<file path="config.mk">
export PLATFORM = sky130hd
export DESIGN_NAME = cop_hash_bridge_flat
export DESIGN_NICKNAME = d
export VERILOG_FILES = /design/src/rtl/cop_hash_pkg.sv /design/src/rtl/cop_hash_bridge_if.sv /design/src/rtl/cop_hash_fold.sv /design/src/rtl/cop_hash_bridge.sv /design/src/flat_wrapper.sv
export SDC_FILE = /design/constraint.sdc
export NUM_CORES = 2
export LEC_CHECK = 0
export CAP_MARGIN = 20
export CORE_AREA = 2 2 687 689
export DETAILED_ROUTE_END_ITERATION = 7
export DIE_AREA = 0 0 689 691
export GPL_TIMING_DRIVEN = 0
export PLACE_DENSITY = 0.33
export SLEW_MARGIN = 20
export SYNTH_ARGS = -nofsm -noshare
export SYNTH_HDL_FRONTEND = slang
export SYNTH_SLANG_ARGS = --single-unit
</file>
<file path="constraint.sdc">
create_clock -name clk -period 48.7 [get_ports clk]
set_input_delay 9.74 -clock clk [delete_from_list [all_inputs] [get_ports clk]]
set_output_delay 9.74 -clock clk [all_outputs]
set_load 0.1 [all_outputs]
</file>
<file path="src/rtl/cop_hash_pkg.sv">
// rtl/cop_hash_pkg.sv - shared types, constants and cop_op field positions for the hash bridge
package cop_hash_pkg;

    typedef enum logic [1:0] {
        IDLE  = 2'd0,
        ISSUE = 2'd1,
        WAIT  = 2'd2,
        DONE  = 2'd3
    } state_t;

    typedef enum logic [1:0] {
        FOLD_AB  = 2'd0,
        FOLD_CD  = 2'd1,
        FOLD_XOR = 2'd2,
        FOLD_ADD = 2'd3
    } fold_mode_t;

    localparam logic [127:0] MD5_IV = 128'h67452301_EFCDAB89_98BADCFE_10325476;

    localparam int OP_OPC_LSB  = 0;
    localparam int OP_OPC_MSB  = 7;
    localparam int OP_MODE_LSB = 8;
    localparam int OP_MODE_MSB = 9;
    localparam int OP_LANE_LSB = 10;
    localparam int OP_LANE_MSB = 11;
    localparam int OP_IVSEL    = 12;

endpackage

</file>
<file path="src/rtl/cop_hash_bridge_if.sv">
// rtl/cop_hash_bridge_if.sv - coprocessor command/result port between the CPU and the hash bridge
interface cop_hash_bridge_if;

    logic         cop_go;
    logic [23:0]  cop_op;
    logic [127:0] cop_out;
    logic         cop_done;
    logic [63:0]  cop_in;
    logic         busy;
    logic [1:0]   err;

    modport master (
        output cop_go, cop_op, cop_out,
        input  cop_done, cop_in, busy, err
    );

    modport slave (
        input  cop_go, cop_op, cop_out,
        output cop_done, cop_in, busy, err
    );

endinterface

</file>
<file path="src/rtl/cop_hash_fold.sv">
// rtl/cop_hash_fold.sv - combinational 128-to-64 digest fold selected by fold mode
module cop_hash_fold
    import cop_hash_pkg::*;
(
    input  fold_mode_t   mode,
    input  logic [127:0] dig,
    output logic [63:0]  res
);

    logic [31:0] a, b, c, d;

    assign a = dig[127:96];
    assign b = dig[95:64];
    assign c = dig[63:32];
    assign d = dig[31:0];

    always_comb begin
        res = '0;
        case (mode)
            FOLD_AB:  res = {a, b};
            FOLD_CD:  res = {c, d};
            FOLD_XOR: res = {a ^ c, b ^ d};
            FOLD_ADD: res = {a + c, b + d};
            default:  res = '0;
        endcase
    end

endmodule

</file>
<file path="src/rtl/cop_hash_bridge.sv">
// rtl/cop_hash_bridge.sv - m32632 coprocessor bridge to LANES fixed-latency hash cores; COP_HASH_PERF_EN adds a completion counter
module cop_hash_bridge
    import cop_hash_pkg::*;
#(
    parameter int          LANES    = 2,
    parameter int          PIPE_LAT = 64,
    parameter logic [7:0]  OPCODE   = 8'hA5
) (
    input  logic                   clk,
    input  logic                   rst,
    cop_hash_bridge_if.slave       cop,
    output logic [LANES*512-1:0]   core_wb,
    output logic [LANES*128-1:0]   core_iv,
    input  logic [LANES*128-1:0]   core_dig
);

    localparam int          CW      = (PIPE_LAT > 1) ? $clog2(PIPE_LAT) : 1;
    localparam logic [2:0]  LANES_W = 3'(LANES);

    state_t      state;
    logic [CW-1:0] cnt;
    logic [1:0]  lane_q;
    fold_mode_t  mode_q;

    logic [7:0]  opc_req;
    logic [1:0]  lane_req;
    logic        ivsel_req;
    logic        legal_hash;
    logic        unused_op_bits;

    logic [127:0] dig_sel;
    logic [63:0]  fold_res;

    assign opc_req        = cop.cop_op[OP_OPC_MSB:OP_OPC_LSB];
    assign lane_req       = cop.cop_op[OP_LANE_MSB:OP_LANE_LSB];
    assign ivsel_req      = cop.cop_op[OP_IVSEL];
    assign unused_op_bits = ^cop.cop_op[23:13];

    // Lane bound is compared at 3 bits so LANES=4 accepts every 2-bit lane value.
    assign legal_hash = (opc_req == OPCODE) && ({1'b0, lane_req} < LANES_W);

`ifdef COP_HASH_PERF_EN
    logic [31:0] perf_cnt;
    logic        perf_req;
    assign perf_req = (opc_req == 8'(OPCODE + 8'd1));
`endif

    always_comb begin
        dig_sel = '0;
        for (int i = 0; i < LANES; i++) begin
            if (lane_q == 2'(i)) dig_sel = core_dig[i*128 +: 128];
        end
    end

    cop_hash_fold u_fold (
        .mode (mode_q),
        .dig  (dig_sel),
        .res  (fold_res)
    );

    always_ff @(posedge clk or posedge rst) begin
        if (rst) begin
            state        <= IDLE;
            cnt          <= '0;
            lane_q       <= '0;
            mode_q       <= FOLD_AB;
            cop.cop_done <= 1'b0;
            cop.cop_in   <= '0;
            cop.busy     <= 1'b0;
            cop.err      <= '0;
            core_wb      <= '0;
            core_iv      <= '0;
`ifdef COP_HASH_PERF_EN
            perf_cnt     <= '0;
`endif
        end else begin
            // A strobe outside IDLE is dropped; the in-flight command is untouched.
            if (cop.cop_go && (state != IDLE)) cop.err[1] <= 1'b1;

            case (state)
                IDLE: begin
                    cop.cop_done <= 1'b0;
                    if (cop.cop_go) begin
                        cop.busy <= 1'b1;
                        if (legal_hash) begin
                            lane_q <= lane_req;
                            mode_q <= fold_mode_t'(cop.cop_op[OP_MODE_MSB:OP_MODE_LSB]);
                            for (int i = 0; i < LANES; i++) begin
                                if (lane_req == 2'(i)) begin
                                    core_wb[i*512 +: 512] <= {4{cop.cop_out}};
                                    core_iv[i*128 +: 128] <= ivsel_req ? cop.cop_out : MD5_IV;
                                end
                            end
                            state <= ISSUE;
                        end
`ifdef COP_HASH_PERF_EN
                        else if (perf_req) begin
                            cop.cop_in   <= {32'h0, perf_cnt};
                            cop.cop_done <= 1'b1;
                            state        <= DONE;
                        end
`endif
                        else begin
                            cop.err[0]   <= 1'b1;
                            cop.cop_in   <= '1;
                            cop.cop_done <= 1'b1;
                            state        <= DONE;
                        end
                    end
                end

                ISSUE: begin
                    cnt   <= CW'(PIPE_LAT - 1);
                    state <= WAIT;
                end

                WAIT: begin
                    if (cnt == '0) begin
                        cop.cop_in   <= fold_res;
                        cop.cop_done <= 1'b1;
                        state        <= DONE;
`ifdef COP_HASH_PERF_EN
                        if (perf_cnt != 32'hFFFF_FFFF) perf_cnt <= perf_cnt + 32'd1;
`endif
                    end else begin
                        cnt <= cnt - 1'b1;
                    end
                end

                DONE: begin
                    cop.cop_done <= 1'b0;
                    cop.busy     <= 1'b0;
                    state        <= IDLE;
                end

                default: state <= IDLE;
            endcase
        end
    end

endmodule

</file>
<file path="src/flat_wrapper.sv">
// flat-port wrapper written by rule: the top's interface ports become plain ports
module cop_hash_bridge_flat import cop_hash_pkg::*;
#(
    parameter int          LANES    = 2,
    parameter int          PIPE_LAT = 64,
    parameter logic [7:0]  OPCODE   = 8'hA5
)
  (clk, rst, core_wb, core_iv, core_dig, cop_cop_go, cop_cop_op, cop_cop_out, cop_cop_done, cop_cop_in, cop_busy, cop_err);
  cop_hash_bridge_if cop_i ();
  input  logic clk;
  input  logic rst;
  output logic [LANES*512-1:0] core_wb;
  output logic [LANES*128-1:0] core_iv;
  input  logic [LANES*128-1:0] core_dig;
  input wire logic [$bits(cop_i.cop_go)-1:0] cop_cop_go;
  input wire logic [$bits(cop_i.cop_op)-1:0] cop_cop_op;
  input wire logic [$bits(cop_i.cop_out)-1:0] cop_cop_out;
  output wire logic [$bits(cop_i.cop_done)-1:0] cop_cop_done;
  output wire logic [$bits(cop_i.cop_in)-1:0] cop_cop_in;
  output wire logic [$bits(cop_i.busy)-1:0] cop_busy;
  output wire logic [$bits(cop_i.err)-1:0] cop_err;
  assign cop_i.cop_go = cop_cop_go;
  assign cop_i.cop_op = cop_cop_op;
  assign cop_i.cop_out = cop_cop_out;
  assign cop_cop_done = cop_i.cop_done;
  assign cop_cop_in = cop_i.cop_in;
  assign cop_busy = cop_i.busy;
  assign cop_err = cop_i.err;
  cop_hash_bridge #(.LANES(LANES), .PIPE_LAT(PIPE_LAT), .OPCODE(OPCODE)) u_core (.clk(clk), .rst(rst), .cop(cop_i), .core_wb(core_wb), .core_iv(core_iv), .core_dig(core_dig));
endmodule
</file>
==> impl_metrics.py <==
metrics = {
    "detailed_routing": {
        "num_vias": 36070,
        "vias_per_cell": 2.997,
        "dr.first_iter.drc_count": 2379,
        "wl_um": 323500,
        "drt_pass1_iterations": 6,
        "antenna_left": 0,
        "drc": 0,
        "avgRoutedWirePerCell_um": 26.88,
    },
    "worst_setup_path": {
        "end_kind": "flop",
        "r2r_setup_slack_ns": 42.62,
        "r2r_start": "u_core.lane_q[1]$_DFFE_PP0P_",
        "start_kind": "primary input",
        "r2r_end": "u_core.cop.cop_in[59]$_DFFE_PP0P_",
        "worstPathRequired_ns": 49.35,
        "critPathKind": "primary input to flop",
        "cp_max_fo": 4,
        "worstPathArrival_ns": 13.85,
        "r2r_cells": 14,
    },
    "synth": {
        "synth_compound_area_share_pct": 10.80,
        "synthXorXnorAreaFrac_pct": 1.354,
        "synth_area_um2": 34920,
        "synth_area_per_cell_um2": 9.043,
        "ys_warn_count": 0,
        "seq_area_frac_synth_pct": 42.42,
        "synth_top_family_by_area": "buffers and inverters",
        "synth-seq-cells": 592,
        "yosys.area_share.simple_pct": 14.40,
        "async_flop_share_pct": 100.0,
        "synth_edf_count": 0,
        "synth_nets": 4343,
        "yosys.area_share.adder_pct": 2.551,
        "yosysUniqueCellTypes": 79,
        "synthCells": 3862,
        "synthFlopType": "dfrtp_1",
        "synth_mux_area_share_pct": 8.953,
    },
    "global_route": {
        "grt_pass1_vias": 36620,
        "track_usage_pct": 13.03,
        "gr-total-overflow": 0,
        "grt_antenna_before_repair": 61,
        "grt_max_degree": 102,
        "grt_pass1_wl_um": 406800,
    },
    "pwr": {
        "p_clk_share_pct": 41.2,
        "leakagePower_nw": 25.89,
        "combPwrFrac_pct": 27.0,
        "sw_frac_of_total_pct": 37.81,
        "p_int_mw": 1.043,
        "vdd_drop_max_mv": 0.02374,
        "seq_power_share_pct": 31.8,
        "powerDensity_nw_per_um2": 26.51,
        "p_switching_mw": 0.6341,
    },
    "finish": {
        "fin_nets": 6196,
        "mostFrequentLayoutCells": "clkdlybuf4s50_1 (1666), nand2_1 (792), buf_4 (769)",
        "design_area_um2": 63260,
        "synthToLayoutAreaGrowth_pct": 81.14,
        "drive_gt1_share_pct": 21.92,
        "fin_util_pct": 13.48,
        "final_common_cell": "clkdlybuf4s50_1",
    },
    "cts": {
        "worstSkewPairLatency_ns": 0.83,
        "tritoncts": "done",
        "post_cts_resized": 0,
        "cts_buffer_depth": 4,
        "path_clk_slew_ns": 0.05,
        "numCtsBuffers": 90,
        "hold_buffers": 0,
        "htree_levels": 3,
        "cts-root-buf": "clkbuf_16",
        "cts_setup_buffers": 0,
        "cts.sinks": 592,
    },
    "placement": {
        "io_buffers": 1745,
        "gp_congestion": 0.8489,
        "placed_cell_area_um2": 60220,
        "place_hpwl_um": 276700,
    },
    "floorplanning": {
        "start_util_pct": 7.443,
        "core_area_um2": 469200,
        "die_h_um": 691,
        "io_pins": 1759,
        "fp.dieW_um": 689,
        "fp-row-count": 252,
        "die-area_um2": 476100,
    },
    "hold_path": {
        "holdCritStartpoint": "u_core.cop.err[1]$_DFFE_PP0P_",
        "timing.hold.worst_endpoint": "u_core.cop.err[1]$_DFFE_PP0P_",
        "hold-path-cell-count": 1,
        "hold_class": "flop to flop",
    },
    "sta": {
        "finalSetupTns_ns": 0,
        "tightest_slew_ns": 1.212,
        "final-setup-viol-count": 0,
        "fmax_ghz": 0.07576,
        "whs_ns": 0.4580,
        "hold_viol_final": 0,
        "slew_violations": 0,
        "fin_skew_ns": 0.05706,
        "grt_setup_unrepaired": "no",
        "relSlewSlack_pct": 18.92,
        "min_period_ns": 13.20,
        "period_share_pct": 27.10,
    },
    "status": {
        "status": "finished, final reports clean",
    },
    "job": {
        "cap_viol_max_count": 0,
    },
}
[cells by family (layout without fill, tap and decap cells)]
group           Yosys count  in the layout
compound gates          648            648
xor+xnor                 54             54
fa+ha+maj                70             70
buf+inv                1000           2913
flops                   592            592
mux                     283            283
other cells               0             38
simple gates           1215           1215
[cells in the mapped netlist, drive strengths merged (4+ instances only)]
| library cell | number | area [um^2] |
|---|---|---|
| nand2 | 793 | 2979 |
| mux4 | 9 | 202.7 |
| o22a | 6 | 52.55 |
| ha | 68 | 850.8 |
| a41oi | 5 | 43.79 |
| a31oi | 18 | 112.6 |
| nand3 | 27 | 140.1 |
| o21a | 9 | 67.56 |
| a21oi | 126 | 630.6 |
| nand2b | 8 | 50.05 |
| dfrtp | 592 | 14810 |
| a211oi | 17 | 145.1 |
| o211ai | 6 | 45.04 |
| nor2b | 71 | 444.2 |
| xor2 | 27 | 236.5 |
| nor2 | 228 | 865.8 |
| nor4 | 4 | 25.02 |
| clkbuf | 115 | 432.9 |
| and3 | 7 | 43.79 |
| buf | 864 | 6306 |
| o31ai | 6 | 68.81 |
| a22oi | 9 | 67.56 |
| a21o | 16 | 120.1 |
| mux2i | 129 | 1291 |
| nand4 | 16 | 100.1 |
| o21ai | 355 | 1777 |
| o311ai | 5 | 61.31 |
| o21bai | 7 | 52.55 |
| and2 | 7 | 43.79 |
| inv | 21 | 78.83 |
| nor3 | 37 | 196.4 |
| xnor2 | 27 | 236.5 |
| o22ai | 18 | 112.6 |
| mux2 | 145 | 1633 |
| a221oi | 20 | 181.4 |
[final cells by class]
cell class                      instances  area, um^2
Timing Repair Buffer                 1761       17440
Antenna cell                           38       95.09
Fill cell                           53590      405900
Sequential cell                       592       14820
Tap cell                             6223        7786
Buffer                                979        6764
Multi-Input combinational cell       2270       13300
Inverter                               21       86.33
Clock inverter                         25       396.6
Clock buffer                          127        2562
[layer usage]
metal	GRT usage (%)	vias to the layer above	share of wire [%]
met5	0	-	0.022
met4	2.592	12	1.9
met3	2.649	212	6.4
met2	22.73	1594	49
met1	16.47	18330	43
li1	-	15930	-
[power by group through the flow]
| stage | registers [mW] | logic [mW] | clock network (mW) |
|---|---|---|---|
| 6_report | 0.534 | 0.452 | 0.691 |
| 5_1_grt | 0.536 | 0.475 | 0.736 |
| 4_1_cts | 0.535 | 0.460 | 0.724 |
| 3_5_place_dp | 0.543 | 0.459 | 0 |
| 3_3_place_gp | 0.544 | 0.456 | 0 |
| 2_1_floorplan | 0.639 | 0.162 | 0 |
[flip-flops by register name, summed over array words and instances (netlist names)]
register and flops:
u_core.lane_q 2, u_core.core_wb 256, u_core.cnt 6, u_core.cop.busy 1
u_core.cop.cop_in 64, u_core.core_iv 256, u_core.cop.err 2, u_core.mode_q 2
u_core.cop.cop_done 1, u_core.state 2
[worst max-delay path: stages]
cell             delay [ns]
clkdlybuf4s50_1        0.45
mux2i_1                0.11
nor2_1                 0.16
ha_1                   0.28
inv_1                  0.09
fa_1                   0.48
nor2b_1                0.14
o21ai_1                0.14
a21oi_1                0.59
a211oi_1               0.25
nor4_1                 0.74
a21oi_1                0.20
xnor2_1                0.34
a221oi_1               0.12
[through the flow]
step / std cells / setup slack, ns / total power [mW]
floorplan: 3862 / 22.39 / 0.8013
global placement: 11830 / 11.36 / 0.9994
detailed placement: 11850 / 34.55 / 1.002
CTS: 12000 / 35.39 / 1.719
global route: 12000 / 35.36 / 1.747
finish: 12040 / 35.50 / 1.677
[how the worst max path moves through the flow]
stage	cells past startpoint	slack (ns)	from	endpoint
after global placement	2	11.36	rst	u_core.core_iv[147]$_DFFE_PP0P_
after floorplan	1	22.39	rst	u_core.cnt[0]$_DFFE_PP0P_
after global routing	9	35.36	cop_cop_op[0]	u_core.core_wb[442]$_DFFE_PP0P_
after detailed placement	9	34.55	cop_cop_op[11]	u_core.core_wb[441]$_DFFE_PP0P_
after CTS	9	35.39	cop_cop_op[0]	u_core.core_wb[441]$_DFFE_PP0P_
final	14	35.50	core_dig[160]	u_core.cop.cop_in[60]$_DFFE_PP0P_
Note: power is estimated with default switching activity, not from simulation.
